==> src/rtl/stack_controller.sv <==
// stack_controller: write-port arbiter and stack-pointer manager for the
// RPN calculator operand stack. Merges the push path (UART parser) and the
// answer path (ALU) into one registered RAM write port, tracks occupancy and
// flags rejected requests with a one-cycle err pulse.
module stack_controller #(
  parameter int unsigned DATA_WIDTH = 16,
  parameter int unsigned DEPTH      = 16,
  parameter int unsigned ADDR_WIDTH = $clog2(DEPTH)
) (
  input  logic                  clk,
  input  logic                  rst,
  input  logic [DATA_WIDTH-1:0] push_din,
  input  logic                  push_en,
  input  logic [DATA_WIDTH-1:0] ans_din,
  input  logic                  ans_en,
  output logic [DATA_WIDTH-1:0] dout,
  output logic                  wen,
  output logic [ADDR_WIDTH-1:0] waddr,
  output logic [ADDR_WIDTH:0]   count,
  output logic                  full,
  output logic                  empty,
  output logic                  err
);

  localparam int unsigned CNT_WIDTH = ADDR_WIDTH + 1;
  localparam logic [CNT_WIDTH-1:0] DEPTH_CNT = CNT_WIDTH'(DEPTH);
  localparam logic [CNT_WIDTH-1:0] TWO_CNT   = CNT_WIDTH'(2);
  localparam logic [CNT_WIDTH-1:0] ONE_CNT   = CNT_WIDTH'(1);

  logic [DATA_WIDTH-1:0] dout_nxt;
  logic                  wen_nxt;
  logic [ADDR_WIDTH-1:0] waddr_nxt;
  logic [CNT_WIDTH-1:0]  count_nxt;
  logic                  err_nxt;

  // Arbitrate the two sources and compute the next write-port/pointer values.
  always_comb begin
    dout_nxt  = dout;
    wen_nxt   = 1'b0;
    waddr_nxt = waddr;
    count_nxt = count;
    err_nxt   = 1'b0;
    if (push_en && ans_en) begin
      // Simultaneous requests: neither source wins.
      err_nxt = 1'b1;
    end else if (push_en) begin
      if (count != DEPTH_CNT) begin
        dout_nxt  = push_din;
        waddr_nxt = count[ADDR_WIDTH-1:0];
        wen_nxt   = 1'b1;
        count_nxt = count + ONE_CNT;
      end else begin
        err_nxt = 1'b1;
      end
    end else if (ans_en) begin
      if (count >= TWO_CNT) begin
        // Result overwrites the second-from-top slot; old top is dropped.
        dout_nxt  = ans_din;
        waddr_nxt = ADDR_WIDTH'(count - TWO_CNT);
        wen_nxt   = 1'b1;
        count_nxt = count - ONE_CNT;
      end else begin
        err_nxt = 1'b1;
      end
    end
  end

  // Output and pointer registers, asynchronously cleared.
  always_ff @(posedge clk or posedge rst) begin
    if (rst) begin
      dout  <= '0;
      wen   <= 1'b0;
      waddr <= '0;
      count <= '0;
      err   <= 1'b0;
    end else begin
      dout  <= dout_nxt;
      wen   <= wen_nxt;
      waddr <= waddr_nxt;
      count <= count_nxt;
      err   <= err_nxt;
    end
  end

  // Occupancy flags decoded straight from the registered count.
  always_comb begin
    full  = (count == DEPTH_CNT);
    empty = (count == '0);
  end

endmodule

==> config.mk <==
export PLATFORM = sky130hd
export DESIGN_NAME = stack_controller
export DESIGN_NICKNAME = d
export VERILOG_FILES = /design/src/rtl/stack_controller.sv
export SDC_FILE = /design/constraint.sdc
export NUM_CORES = 1
export LEC_CHECK = 0
export BUFFER_PORTS_ARGS = -buffer_cell sky130_fd_sc_hd__buf_4
export CAP_MARGIN = 5
export CELL_PAD_IN_SITES_DETAIL_PLACEMENT = 1
export CELL_PAD_IN_SITES_GLOBAL_PLACEMENT = 1
export CORE_ASPECT_RATIO = 2
export CORE_MARGIN = 5
export CORE_UTILIZATION = 35
export DETAILED_ROUTE_END_ITERATION = 10
export GPL_TIMING_DRIVEN = 1
export PLACE_DENSITY_LB_ADDON = 0.1
export SKIP_CTS_REPAIR_TIMING = 1
export SLEW_MARGIN = 20
export SYNTH_ARGS = -nofsm -noshare
export SYNTH_HDL_FRONTEND = slang
export SYNTH_SLANG_ARGS = --single-unit
==> constraint.sdc <==
create_clock -name clk -period 2.2 [get_ports clk]
set_input_delay 0.44 -clock clk [delete_from_list [all_inputs] [get_ports clk]]
set_output_delay 0.44 -clock clk [all_outputs]
set_load 0.01 [all_outputs]
* Word-level counts from Yosys, hierarchy flattened
Index checks and enable logic that the tools add are counted.
** Word-level totals
- Word-level logic and storage cells :: 40
- Input bits :: 36
- Output and inout bits :: 29
- Flip-flop bits (word level) :: 27
** Operators by class
- Magnitude comparators :: 1
- Reduce and logical (&&, ||, !) cells :: 5
- Equality and inequality tests :: 3
- Add/sub/neg operators :: 3
- Mux-type cells :: 22
- Bitwise logic cells :: 1
** Operators by type and width (count)
- 16-bit 2-to-1 mux :: 4
- 5-bit 2-to-1 mux :: 4
- 4-bit 2-to-1 mux :: 4
- 1-bit 2-to-1 mux :: 10
- 5-bit by 1-bit adder with 5-bit output (second input constant) :: 1
- 5-bit equality test (second input constant) :: 1
- 5-bit by 2-bit >= comparator with 1-bit output (second input constant) :: 1
- 5-bit zero test :: 1
- 5-bit != test (second input constant) :: 1
- 5-bit by 1-bit subtractor with 5-bit output (second input constant) :: 1
- 4-bit AND reduction :: 1
- 2-bit nonzero test :: 2
- 4-bit by 2-bit subtractor with 4-bit output (second input constant) :: 1
- 2-bit by 1-bit != test with 1-bit output (second input constant) :: 1
- 1-bit logical AND :: 1
- 1-bit NOT :: 1

* Logic depth before layout (Yosys ltp)
- Word-level depth :: 5
- Gate-level depth with buffers :: 8
- Depth with buffers taken out :: 6

* Least setup slack after synthesis
No wires, ideal clock.
- Path type :: register to register
- Start :: reg count[2]
- End :: reg waddr[0]
- Cell stages (with the launch flop) :: 8
- Library setup time :: 0.125 ns
- Path buffers :: 1
- Arrival :: 1.852 ns
- Period minus slack after synthesis :: 1.977 ns
- Path slack :: 0.223 ns
- Path through :: dfrtp_1 inv_1 ha_1 or3b_1 o211ai_2 and2_1 buf_4 mux2_4
** On the way
- Cells in the longest elaborated chain, start to end :: 3
- Elaborated cells on any way between the ends :: 5
** Ends and longest elaborated chain
- from (decl) :: line 19 : output logic [ADDR_WIDTH:0] count,
- from (signal assigned) :: line 80 : count <= count_nxt;
- 5-bit by 2-bit >= comparator with 1-bit output or 5-bit != test (tied branches) :: line 56, 47
- 2-bit nonzero test (no source line) or 2-bit by 1-bit != test with 1-bit output (tied branches)
- 4-bit AND reduction (no source line) (*)
- to (signal assigned) :: line 79 : waddr <= waddr_nxt;
- to (decl) :: line 18 : output logic [ADDR_WIDTH-1:0] waddr,
Mark *: on every way between the ends. The rest lies on a longest branch, timed or not.
A chain may end at the register's enable or synchronous reset.

* Worst setup path in the final report
- Start :: reg count[2]
- End :: reg dout[15]
** On the way
- Cells in the longest elaborated chain, start to end :: 3
- Elaborated cells on any way between the ends :: 5
** Ends and longest elaborated chain
- 5-bit by 2-bit >= comparator with 1-bit output or 5-bit != test (tied branches) :: line 56, 47
- 2-bit nonzero test (no source line) or 2-bit by 1-bit != test with 1-bit output (tied branches)
- 4-bit AND reduction (no source line) (*)
- to (signal assigned) :: line 77 : dout <= dout_nxt;
- to (decl) :: line 16 : output logic [DATA_WIDTH-1:0] dout,
Marks and branches as above.

==> metrics.csv <==
stage;metric;value;unit
worst_setup_path;Crit. End Element;register;
status;status;complete, no violations;
grt;grt total ovfl;0;
worst_setup_path;Crit path depth;7;
sta;final setup margin;0.157;ns
logic_synthesis;sequential-to-total area share from yosys stat;0.441;
power;P per Cell Area;1060;mW/mm²
cts;CTS root buffer;clkbuf_8;
logic_synthesis;Mapped Cells;143;
hold_path;hold crit path type;primary input to asynchronous set/reset pin;
route;Routed WL per cell;16.7;µm
route;routed wire length;4470;µm
power;Int Power;0.00140;W
logic_synthesis;area leader, netlist;dfrtp_1;
logic_synthesis;Post-synth top flop;dfrtp_1;
route;DRT antenna net count;0;
route;vias;1357;
cts;Worst-path clk slew;0.10;ns
worst_setup_path;Worst R2R Setup Slack;0.16;ns
power;Tot Pwr;0.00227;W
cts;CTS tree;yes;
worst_setup_path;Critical Path RT;2.37;ns
grt;largest net degree at the start of global routing;19;
final_layout;share of cells above drive strength 1;0.402;
worst_setup_path;WS Path Type;register to register;
floorplan;Die H;104;µm
final_layout;Layout area overhead;40.6;%
floorplan;row cnt;34;
worst_setup_path;cell family with most CP delay;simple AND/OR/NAND/NOR gates;
power;Switching Power;0.000873;W
worst_setup_path;CP arrival;2.21;ns
floorplan;initial cell density of the core;0.357;
route;drc violations;0;
floorplan;core region area;0.00430;mm²
logic_synthesis;syn avg cell area;10.7;µm²
logic_synthesis;register bit total from synthesis;27;
worst_setup_path;RR Endpoint;dout[15];
grt;gr usage total;0.159;
sta;setup TNS;0;ns
logic_synthesis;Post-synth EDFFs;0;
final_layout;antenna cells;0;
sta;RSZ-0062 raised after global routing;no;
logic_synthesis;synth unique cells;37;
worst_setup_path;crit path launch;count[2];
worst_setup_path;Worst path max stage delay;0.42;ns
power;P_leak;1.12;nW
worst_setup_path;Slowest cell on crit path;or3b_1;
worst_setup_path;maximum fanout along the worst path;6;
logic_synthesis;synthesized area;0.00153;mm²
logic_synthesis;Yosys top cell area share;0.441;
placement;Post-DP HPWL;3710;µm
route;initial DRC count;5;
sta;final number of hold-violating endpoints;0;
final_layout;FILL cells;508;
cts;Num CTS Buffers;3;
logic_synthesis;commonest cells in the netlist;dfrtp_1, mux2i_1, inv_1, a21oi_1, o22ai_1;
floorplan;IO Pins;65;
worst_setup_path;RR Startpoint;count[2];
logic_synthesis;Post-Syn Nets;184;
worst_setup_path;Startpoint Class;register;
route;routed vias/inst;5.06;
logic_synthesis;Yosys warning total;0;
cts;worst-case clock buffer depth;2;
final_layout;Final Util;0.501;
run;max-cap violation count;0;
worst_setup_path;crit-path most repeated cell;mux2i_1;
logic_synthesis;main area contributors after synthesis;dfrtp_1, mux2i_1, a21oi_1, inv_1, o22ai_1;
grt;first-pass GRT wire length;7550;µm
power;Clk pwr share;0.132;
route;DRT Pass-1 Iters;3;
final_layout;nets@finish;256;
cts;htree depth;1;
sta;max-slew violations;0;
floorplan;chip width;56.8;µm
grt;initial antenna violation count;0;
sta;Least-Margin Pin Slew;0.706;ns
sta;Slew headroom;0.529;
worst_setup_path;CP Buf/Inv Count;2;
grt;vias in the first global route;1602;
power;sequential share of power;0.345;
cts;clock sink count;27;
logic_synthesis;most common cell in the netlist;dfrtp_1;
placement;# port buffers;64;
sta;Max Clock Freq;0.489;GHz
logic_synthesis;async set or reset register ratio after synthesis;1.00;
sta;Tcrit/Tclk final;0.929;
placement;Final Wtd Congestion;0.870;
worst_setup_path;worst reg-to-reg path cell count;7;
sta;minimum clock period after layout;2.04;ns
power;Max VDD drop;471;µV
sta;number of setup violations in the final report;0;
floorplan;Die ar.;0.00588;mm²
worst_setup_path;Cell Chain, Critical Path;inv_1 > ha_1 > or3b_1 > o21ai_2 > buf_4 > mux2i_1 > mux2i_1;
power;Logic pwr share;0.523;
placement;dpl ws;0.151;ns
power;Net Sw Frac;0.384;
sta;skew final;0.00442;ns
cts;insertion delay to the later sink of the worst-skew pair;0.28;ns
-- metrics by stage --
stage          instance area (µm²)  cells  hold WS (ns)
2_1_floorplan                 1530    143         0.493
3_3_place_gp                  2110    264         0.506
3_5_place_dp                  2110    264         0.512
4_1_cts                       2150    268         0.295
5_1_grt                       2150    268         0.323
6_report                      2150    268         0.264
-- layout make-up --
| cell class | instances | area, µm² | share of cell area |
|---|---|---|---|
| multi-input cells | 91 | 736 | 0.341 |
| flip-flops and latches | 27 | 676 | 0.314 |
| repair buffers | 75 | 563 | 0.261 |
| well taps | 54 | 67.6 | 0.0314 |
| inverters | 17 | 63.8 | 0.0296 |
| clock buffers | 3 | 41.3 | 0.0192 |
| clock inverters | 1 | 7.51 | 0.00348 |
-- state kept, by name (all words and copies together), names as in the netlist --
name,count
waddr,4
wen,1
err,1
count,5
dout,16
-- cell usage in the layout (no fill, tap or decap), drive strengths merged, types with 2 or more instances in the layout --
cell / instances
nand3: 2
mux2: 2
a221oi: 2
a21o: 2
nor2: 3
dfrtp: 27
ha: 4
a21oi: 13
clkbuf: 3
o211ai: 2
nand2: 3
o21ai: 3
o22ai: 9
nor2b: 2
inv: 17
buf: 75
xnor2: 3
mux2i: 24
nor3: 2
-- worst register-to-register path: stages (launching register included) --
cell and delay, ns:
dfrtp_1 0.39, inv_1 0.08, ha_1 0.21, or3b_1 0.42, o21ai_2 0.30, buf_4 0.23
mux2i_1 0.21, mux2i_1 0.09
-- worst max-delay path by stage --
stage	to	slack (ns)
after global placement	dout[8]	0.17
after CTS	dout[15]	0.13
final	dout[15]	0.16
after global routing	empty	0.05
after floorplan	waddr[0]	0.22
after detailed placement	count[4]	0.15
-- power by group through the flow --
stage / clock, W / combinational (W) / sequential [W]
floorplan: 0 / 0.000586 / 0.000876
global placement: 0 / 0.00117 / 0.000783
detailed placement: 0 / 0.00121 / 0.000795
CTS: 0.000311 / 0.00122 / 0.000788
global route: 0.000323 / 0.00132 / 0.000815
finish: 0.000300 / 0.00119 / 0.000785
-- metal layers --
metal  up-vias  wire length [µm]  GRT usage
li1        644                 -          -
met1       652              1470      0.155
met2        50              2620      0.310
met3        11               242     0.0299
met4         0               131     0.0663
met5         -                 0          0
-- cells by family (layout without fill, tap and decap cells) --
group / Yosys count / count (layout) / synth area share
fa+ha+maj: 5 / 5 / 0.0457
xor+xnor: 4 / 4 / 0.0229
buf+inv: 25 / 96 / 0.0792
mux: 26 / 26 / 0.176
simple gates: 19 / 19 / 0.0751
flops: 27 / 27 / 0.441
compound gates: 37 / 37 / 0.160
No activity file was read; power rests on OpenSTA's default activity.
